===== src/rtl/fp32_pkg.sv =====
// Shared fp32 definitions: field widths, special encodings, classifiers and the divider state enum.
// Combinational helpers only. They carry no state and have no flow control.
package fp32_pkg;
  localparam int          EXP_W   = 8;
  localparam int          MANT_W  = 23;
  localparam int          BIAS    = 127;
  localparam logic [31:0] QNAN    = 32'h7FC00001;
  localparam logic [31:0] POS_INF = 32'h7F800000;

  typedef enum logic [2:0] {
    S_IDLE,
    S_PREP,
    S_DIV,
    S_PACK,
    S_DONE
  } state_t;

  function automatic logic is_zero(input logic [31:0] x);
    return x[30:0] == 31'd0;
  endfunction

  function automatic logic is_inf(input logic [31:0] x);
    return (x[30:23] == 8'hFF) && (x[22:0] == 23'd0);
  endfunction

  function automatic logic is_nan(input logic [31:0] x);
    return (x[30:23] == 8'hFF) && (x[22:0] != 23'd0);
  endfunction

  function automatic logic is_denorm(input logic [31:0] x);
    return (x[30:23] == 8'h00) && (x[22:0] != 23'd0);
  endfunction
endpackage


===== src/rtl/fp32_div_if.sv =====
// Operand/result handshake bundle for the fp32 divider.
// Both sides use valid/ready. The master drives the operands and out_ready.
interface fp32_div_if;
  logic        in_valid;
  logic        in_ready;
  logic [31:0] a;
  logic [31:0] b;
  logic        out_valid;
  logic        out_ready;
  logic [31:0] result;
  logic        busy;

  modport master (
    output in_valid, a, b, out_ready,
    input  in_ready, out_valid, result, busy
  );

  modport slave (
    input  in_valid, a, b, out_ready,
    output in_ready, out_valid, result, busy
  );
endinterface


===== src/rtl/fp32_lzc24.sv =====
// Combinational 24-bit leading-zero counter. An all-zero input returns 24.
// Zero latency. No handshake.
module fp32_lzc24 (
  input  logic [23:0] i_dat,
  output logic [4:0]  o_cnt
);
  always_comb begin
    o_cnt = 5'd24;
    for (int i = 0; i < 24; i++) begin
      if (i_dat[i]) o_cnt = 5'(23 - i);
    end
  end
endmodule


===== src/rtl/fp32_div.sv =====
// Iterative IEEE single divider (restoring, truncating). Normal operands take 28 cycles; special cases take 2.
// Accepts one operation at a time. The result is held in DONE until out_ready.
module fp32_div
  import fp32_pkg::*;
(
  input  logic       clk,
  input  logic       rst_n,
  fp32_div_if.slave  bus
);
  state_t             r_state, w_next;
  logic [31:0]        r_a, r_b, r_result, r_spec;
  logic [23:0]        r_mb;
  logic [24:0]        r_rem;
  logic [25:0]        r_q;
  logic signed [10:0] r_e;
  logic               r_sign, r_is_spec;
  logic [4:0]         r_cnt;

  logic [4:0]         w_lzc_a, w_lzc_b;
  logic [23:0]        w_ma, w_mb;
  logic signed [10:0] w_ea, w_eb, w_e;
  logic               w_s, w_is_spec;
  logic [31:0]        w_spec;
  logic               w_ge;
  logic [24:0]        w_sub;
  logic signed [10:0] w_exp_f, w_shift;
  logic [22:0]        w_mant;
  logic [23:0]        w_den;
  logic [31:0]        w_pack;
  logic               w_unused;

  fp32_lzc24 u_lzc_a (.i_dat({1'b0, r_a[22:0]}), .o_cnt(w_lzc_a));
  fp32_lzc24 u_lzc_b (.i_dat({1'b0, r_b[22:0]}), .o_cnt(w_lzc_b));

  // Denormals are shifted up to a leading 1 and their exponent is adjusted to match.
  always_comb begin
    w_s = r_a[31] ^ r_b[31];
    if (is_denorm(r_a)) begin
      w_ma = {1'b0, r_a[22:0]} << w_lzc_a;
      w_ea = 11'sd1 - $signed({6'd0, w_lzc_a});
    end else begin
      w_ma = {1'b1, r_a[22:0]};
      w_ea = $signed({3'd0, r_a[30:23]});
    end
    if (is_denorm(r_b)) begin
      w_mb = {1'b0, r_b[22:0]} << w_lzc_b;
      w_eb = 11'sd1 - $signed({6'd0, w_lzc_b});
    end else begin
      w_mb = {1'b1, r_b[22:0]};
      w_eb = $signed({3'd0, r_b[30:23]});
    end
    w_e = w_ea - w_eb + 11'sd127;
  end

  always_comb begin
    w_is_spec = 1'b1;
    w_spec    = QNAN;
    if (is_nan(r_a) || is_nan(r_b))          w_spec = QNAN;
    else if (is_inf(r_a) && is_inf(r_b))     w_spec = QNAN;
    else if (is_zero(r_a) && is_zero(r_b))   w_spec = QNAN;
    else if (is_inf(r_a) || is_zero(r_b))    w_spec = {w_s, POS_INF[30:0]};
    else if (is_zero(r_a) || is_inf(r_b))    w_spec = {w_s, 31'd0};
    else                                     w_is_spec = 1'b0;
  end

  assign w_ge  = r_rem >= {1'b0, r_mb};
  assign w_sub = w_ge ? (r_rem - {1'b0, r_mb}) : r_rem;

  // A quotient of at least 1.0 lands in q[25], otherwise in q[24] with one less exponent.
  always_comb begin
    w_exp_f = r_q[25] ? r_e : (r_e - 11'sd1);
    w_mant  = r_q[25] ? r_q[24:2] : r_q[23:1];
    w_shift = 11'sd1 - w_exp_f;
    w_den   = {1'b1, w_mant} >> w_shift[4:0];
    if (r_is_spec)                w_pack = r_spec;
    else if (w_exp_f >= 11'sd255) w_pack = {r_sign, POS_INF[30:0]};
    else if (w_exp_f <= 11'sd0) begin
      if (w_shift >= 11'sd24)     w_pack = {r_sign, 31'd0};
      else                        w_pack = {r_sign, 8'd0, w_den[22:0]};
    end
    else                          w_pack = {r_sign, w_exp_f[7:0], w_mant};
  end

  assign w_unused = ^{r_q[0], w_sub[24], w_den[23]};

  always_ff @(posedge clk or negedge rst_n) begin
    if (!rst_n) r_state <= S_IDLE;
    else        r_state <= w_next;
  end

  always_comb begin
    w_next = r_state;
    case (r_state)
      S_IDLE: if (bus.in_valid) w_next = S_PREP;
      S_PREP: w_next = w_is_spec ? S_PACK : S_DIV;
      S_DIV:  if (r_cnt == 5'd25) w_next = S_PACK;
      S_PACK: w_next = S_DONE;
      S_DONE: if (bus.out_ready) w_next = S_IDLE;
      default: w_next = S_IDLE;
    endcase
  end

  always_ff @(posedge clk or negedge rst_n) begin
    if (!rst_n) begin
      r_a       <= '0;
      r_b       <= '0;
      r_result  <= '0;
      r_spec    <= '0;
      r_mb      <= '0;
      r_rem     <= '0;
      r_q       <= '0;
      r_e       <= '0;
      r_sign    <= 1'b0;
      r_is_spec <= 1'b0;
      r_cnt     <= '0;
    end else begin
      case (r_state)
        S_IDLE: if (bus.in_valid) begin
          r_a <= bus.a;
          r_b <= bus.b;
        end
        S_PREP: begin
          r_mb      <= w_mb;
          r_rem     <= {1'b0, w_ma};
          r_q       <= '0;
          r_cnt     <= '0;
          r_e       <= w_e;
          r_sign    <= w_s;
          r_is_spec <= w_is_spec;
          r_spec    <= w_spec;
        end
        S_DIV: begin
          r_rem <= {w_sub[23:0], 1'b0};
          r_q   <= {r_q[24:0], w_ge};
          r_cnt <= r_cnt + 5'd1;
        end
        S_PACK: r_result <= w_pack;
        default: ;
      endcase
    end
  end

  assign bus.in_ready  = (r_state == S_IDLE);
  assign bus.out_valid = (r_state == S_DONE);
  assign bus.busy      = (r_state != S_IDLE);
  assign bus.result    = r_result;
endmodule


===== src/flat_wrapper.sv =====
// flat-port wrapper written by rule: the top's interface ports become plain ports
module fp32_div_flat import fp32_pkg::*;
  (clk, rst_n, bus_in_valid, bus_a, bus_b, bus_out_ready, bus_in_ready, bus_out_valid, bus_result, bus_busy);
  fp32_div_if bus_i ();
  input  logic clk;
  input  logic rst_n;
  input wire logic [$bits(bus_i.in_valid)-1:0] bus_in_valid;
  input wire logic [$bits(bus_i.a)-1:0] bus_a;
  input wire logic [$bits(bus_i.b)-1:0] bus_b;
  input wire logic [$bits(bus_i.out_ready)-1:0] bus_out_ready;
  output wire logic [$bits(bus_i.in_ready)-1:0] bus_in_ready;
  output wire logic [$bits(bus_i.out_valid)-1:0] bus_out_valid;
  output wire logic [$bits(bus_i.result)-1:0] bus_result;
  output wire logic [$bits(bus_i.busy)-1:0] bus_busy;
  assign bus_i.in_valid = bus_in_valid;
  assign bus_i.a = bus_a;
  assign bus_i.b = bus_b;
  assign bus_i.out_ready = bus_out_ready;
  assign bus_in_ready = bus_i.in_ready;
  assign bus_out_valid = bus_i.out_valid;
  assign bus_result = bus_i.result;
  assign bus_busy = bus_i.busy;
  fp32_div u_core (.clk(clk), .rst_n(rst_n), .bus(bus_i));
endmodule

===== config.mk =====
export PLATFORM = sky130hd
export DESIGN_NAME = fp32_div_flat
export DESIGN_NICKNAME = d
export VERILOG_FILES = /design/src/rtl/fp32_pkg.sv /design/src/rtl/fp32_div_if.sv /design/src/rtl/fp32_lzc24.sv /design/src/rtl/fp32_div.sv /design/src/flat_wrapper.sv
export SDC_FILE = /design/constraint.sdc
export NUM_CORES = 1
export LEC_CHECK = 0
export BUFFER_PORTS_ARGS = -buffer_cell sky130_fd_sc_hd__clkbuf_2
export CELL_PAD_IN_SITES_DETAIL_PLACEMENT = 1
export CELL_PAD_IN_SITES_GLOBAL_PLACEMENT = 1
export CORE_MARGIN = 1.5
export CORE_UTILIZATION = 43
export DETAILED_ROUTE_END_ITERATION = 7
export GPL_TIMING_DRIVEN = 0
export PLACE_DENSITY_LB_ADDON = 0.1
export SYNTH_ARGS = -nofsm -noshare
export SYNTH_HDL_FRONTEND = slang
export SYNTH_SLANG_ARGS = --single-unit

===== constraint.sdc =====
create_clock -name clk -period 3.8 [get_ports clk]
set_input_delay 0.57 -clock clk [delete_from_list [all_inputs] [get_ports clk]]
set_output_delay 0.57 -clock clk [all_outputs]
set_load 0.05 [all_outputs]

# Yosys cells after proc, flatten, opt, wreduce, memory -nomap -nowiden
# Cells that the tools add are included.
# Widths: inputs -> output; s select.
# word_totals
input_bits,68
elab_cells,137
reg_bits,224
output_inout_bits,35
# op_classes
reduce_logical,24
n_eq_ne,10
bitwise,1
muxes,75
addsub,8
shift,3
magnitude_cmp,4
# ops
op,n
$mux 5,44
$mux 32,6
$mux 24,3
$logic_not 31->1,2
$mux 31,2
$pmux 26 s2,1
$pmux 25 s2,1
$shl 23x5->24,2
$logic_not 23->1,2
$mux 23,2
$reduce_bool 23->1,2
$mux 11,3
$ge 25x24->1,1
$shr 24x5->23,1
$sub 24x24->24,1
$eq 8x8->1 const B,2
$logic_not 8->1,2
$pmux 3 s5,1
$sub 1x5->6 const A,2
$add 11x8->11 const B,1
$ge 11x6->1 const B,1
$ge 11x9->1 const B,1
$le 11x1->1 const B,1
$sub 11x11->11,1
other kinds (21),40

# Depth between registers and ports, before layout
# depth
depth_word,27
depth_mapped,22
depth_no_buf,20

# Cells and area by module
# Synthesis repeated with hierarchy kept, for this count alone.
# hier_totals
cells_unflattened,1720
hier_area_um2,15152.0
# by_module_without_submodules
mod,area_per_inst_um2,cells_per_inst,seq_area_each_um2,n_inst
fp32_div,14621.5,1624,4879.7,1
fp32_lzc24,265.3,48,0.0,2

# Worst setup path before layout
# Ideal clock, no wire load.
# synth_timing
path_kind,register to register
start,register u_core.r_b[9]
end,register u_core.r_e[9]
arrival_time_ns,4.081
period_less_slack_ns,4.214
slack_ns,-0.414
setup_ns,0.134
path_stages_with_launch,22
n_path_buf,3
required_time_ns,3.666
cell_sequence,dfrtp_1 -> clkbuf_1 -> nor4_1 -> o21a_1 -> o21ai_0 -> and2_0 -> inv_1 -> buf_2 -> buf_1 -> ha_1 -> a21oi_1 -> ha_1 -> fa_1 -> a21oi_1 -> nor2_1 -> nor2_1 -> o21bai_1 -> a21oi_1 -> o21bai_1 -> a21oi_1 -> xnor2_1 -> o21ai_0
# synth_between
elab_chain_cells,18
word_cells_on_any_way,20
classes_between,3 x add/sub; 15 x mux; 2 x reduce/logical
# synth_lines
item,line_no,text
start: declaration,fp32_div.sv:11,"logic [31:0] r_a, r_b, r_result, r_spec;"
start signal: assignment,fp32_div.sv:120,r_b <= bus.b;
$mux 5 (14 in series),fp32_lzc24.sv:10,if (i_dat[i]) o_cnt = 5'(23 - i);
$sub 1x5->6,fp32_div.sv:47,"w_eb = 11'sd1 - $signed({6'd0, w_lzc_b});"
$mux 11 (*),fp32_div.sv:45,if (is_denorm(r_b)) begin
$sub 11x11->11 (*),fp32_div.sv:52,w_e = w_ea - w_eb + 11'sd127;
$add 11x8->11 (*),fp32_div.sv:52,
end signal: assignment,fp32_div.sv:127,r_e <= w_e;
end: declaration,fp32_div.sv:15,logic signed [10:0] r_e;
# Mark *: on every way between the ends. The rest lies on a longest branch, timed or not.
# A chain may end at the register's enable or synchronous reset.

# Worst setup path in the final report
# layout_timing
start,register u_core.r_b[19]
end,register u_core.r_e[9]
# layout_between
elab_chain_cells,8
word_cells_on_any_way,10
classes_between,3 x add/sub; 5 x mux; 2 x reduce/logical
# layout_lines
item,line_no
$mux 5 (4 in series),fp32_lzc24.sv:10
$sub 1x5->6,fp32_div.sv:47
$mux 11 (*),fp32_div.sv:45
$sub 11x11->11 (*),fp32_div.sv:52
$add 11x8->11 (*),fp32_div.sv:52
# Marked as above.

==> impl_metrics.toml <==
[synth]
async_flop_share_pct = 100.0
synth_nets = 1898
yosysTopAreaCell = "dfrtp_1"
syn-instance-count = 1779
ys_warn_count = 0
synth_edf_count = 0
ys_seq_area_share_pct = 31.56
synth-seq-cells = 195
netlist_area_sq_um = 15460
yosys.area.top_type_share_pct = 31.56
synth_area_leaders = "dfrtp_1 (32%), mux2i_1 (7.5%), mux2_2 (5.0%)"
syn_avg_cell_area_sq_um = 8.692
synth.distinct_cells = 107
synthFlopType = "dfrtp_1"

[cells_and_area]
drive_gt1_share_pct = 27.37
finalNetCount = 2112
final_common_cell = "dfrtp_1"
synthToLayoutAreaGrowth_pct = 21.44
multi_input_area_sq_um = 10380
utilization_pct = 52.93
area.sequential_sq_um = 4916
layout_common_cells = "dfrtp_1 (166), nor2_1 (140), nand2_1 (133)"
fillers = 4184
insertedDiodeCount = 0

[grt]
grt_max_degree = 79
grt_use_total_pct = 35.29
gr-total-overflow = 0
grt_pass1_vias = 16026
antenna_found_initial = 0
grt_pass1_wl_um = 97770

[sta]
relSlewSlack_pct = 28.24
slew_violations = 0
setup_ws_ns = -0.1888
max_freq_mhz = 250.7
setup_viol = 4
period_share_pct = 105.0
max_slew.worst_pin.slew_ns = 1.068
min_period_ns = 3.989
hold_ws_ns = 0.03209
clock_skew_ns = 0.01311
finalHoldViolations = 0
rsz0062_at_grt = "true"

[drt]
drt_iter0_drc = 1170
wirelength_um = 65870
drc = 0
firstDrtPassIters = 7
viasPerCell = 6.429
post_drt_wl_per_cell_um = 26.70
detail-route-antenna-nets = 0
vias = 15861

[critical_path]
crit_required_ns = 4.15
r2r_end = "u_core.r_e[9]$_DFFE_PN0P_"
reg2reg_from = "u_core.r_b[19]$_DFFE_PN0P_"
start_kind = "flip-flop"
worstSetupPathType = "reg -> reg"
end_kind = "flip-flop"
crit_fanout = 6
reg2reg_slack_ns = -0.19
worstPathArrival_ns = 4.34
reg2regPathDepth = 17

[die]
die_h_um = 192.6
core_sq_um = 35480
dieArea_sq_um = 37110
initial_core_util_pct = 43.58
die_w_um = 192.6
ioPinCount = 103
rows = 69

[place]
dp_hpwl_um = 48620
gp_congestion = 0.9514
portBuffers = 102
place_ws_ns = -1.212

[clocking]
clk_latency_ns = 0.48
cts.sinks = 195
cts_made_buffers = 17
cts_tree = "done"
path_clk_slew_ns = 0.08
cts-htree-levels = 4
holdBufCountCts = 0
cts_root_buf = "clkbuf_16"
clockBufferDepth = 2

[min_path]
hold_path.class = "in -> async"

[run]
maxCapViolations = 0

[status]
failed_checks = "setup timing"
outcome = "finished, violations left"
==> metrics by stage <==
step,area [sq um],setup TNS (ns),cells
after floorplan,15580,-0.009990,1779
after global placement,16670,-355.99,2342
after detailed placement,16730,-31.21,2344
after CTS,18150,-0.1059,2428
after global routing,18780,-0.9960,2467
final,18780,-0.3279,2467
==> critical path, cell delays in order, from the launching register on <==
cell and delay (ns):
dfrtp_1 0.51, nor4_4 0.39, nand2_2 0.17, or3_4 0.43, nor2b_4 0.17, a21oi_4 0.23, ha_4 0.24, buf_6 0.12
fa_2 0.41, a21oi_2 0.22, nor2_4 0.07, nor2_4 0.13, o21bai_1 0.10, a21oi_2 0.17, o21bai_1 0.11, a21oi_2 0.16
xnor2_1 0.14, o21ai_1 0.08
==> layout make-up <==
cell class                 count  share of cell area, %
inverter                      70                  1.519
tap                          461                  3.071
sequential                   195                  26.18
multi-input combinational   1383                  55.25
clock inverter                14                 0.7729
buffer                       113                  3.431
clock buffer                  18                  2.339
timing repair buffer         213                  7.436
==> flip-flops by register name (all words and copies together), names as in the netlist <==
register           count
u_core.r_spec          3
u_core.r_state         3
u_core.r_rem          25
u_core.r_q            26
u_core.r_e            11
u_core.r_mb           24
u_core.r_b            32
u_core.r_a            32
u_core.r_cnt           5
u_core.r_is_spec       1
u_core.bus.result     32
u_core.r_sign          1
==> logic make-up (layout without fill, tap and decap cells) <==
group | Yosys count | in the layout | share of synthesized area, %
compound gates | 576 | 576 | 25.53
xor+xnor | 40 | 40 | 2.387
fa+ha+maj | 51 | 51 | 4.224
buf+inv | 201 | 428 | 5.445
flops | 195 | 195 | 31.56
mux | 196 | 196 | 14.08
simple gates | 520 | 520 | 16.78
==> layer usage <==
metal | track usage [%] | routed length [um] | vias up
met3 | 3.601 | 2905 | 172
met4 | 18.96 | 3202 | 0
met1 | 42.66 | 26730 | 8033
li1 | - | - | 7058
met5 | 0 | 0 | -
met2 | 61.51 | 33040 | 598
==> synthesized netlist by cell type, types with 10 or more instances <==
cell type	number
and2_1	13
ha_1	49
nor2_1	155
nand2_1	137
a21oi_1	135
o211ai_1	19
a21o_1	23
or3_1	11
nand2b_1	14
inv_1	66
a211oi_1	29
o21ai_0	127
a31oi_1	19
a22o_1	38
buf_1	18
a22oi_1	11
and3_1	11
mux2_2	69
nand4_1	18
nor4_1	14
o22ai_1	16
o221ai_1	15
nor3_2	10
nor3_1	33
a221oi_1	20
buf_2	21
clkbuf_1	81
xnor2_1	26
nand3_1	40
mux2i_1	116
nor2b_1	15
xor2_1	13
dfrtp_1	195
==> worst max-delay path by stage <==
| stage | from | endpoint | slack (ns) |
|---|---|---|---|
| global route | u_core.r_b[1]$_DFFE_PN0P_ | u_core.r_e[9]$_DFFE_PN0P_ | -0.34 |
| detailed placement | u_core.r_e[0]$_DFFE_PN0P_ | u_core.bus.result[13]$_DFFE_PN0P_ | -1.21 |
| global placement | rst_n | u_core.r_rem[20]$_DFFE_PN0P_ | -1.71 |
| CTS | u_core.r_a[17]$_DFFE_PN0P_ | u_core.r_e[9]$_DFFE_PN0P_ | -0.06 |
| floorplan | u_core.r_a[12]$_DFFE_PN0P_ | u_core.r_e[9]$_DFFE_PN0P_ | -0.01 |
| finish | u_core.r_b[19]$_DFFE_PN0P_ | u_core.r_e[9]$_DFFE_PN0P_ | -0.19 |
==> timing repair <==
item / in CTS / in global routing
endpoints found under the setup margin: 39 / 55
pin swaps: 32 / 46
resized for setup: 131 / 80
setup buffers: 64 / 48
Power is left out: the tool's default activity adds up to more than one toggle a clock period on the data nets, which glitch-free logic cannot reach.
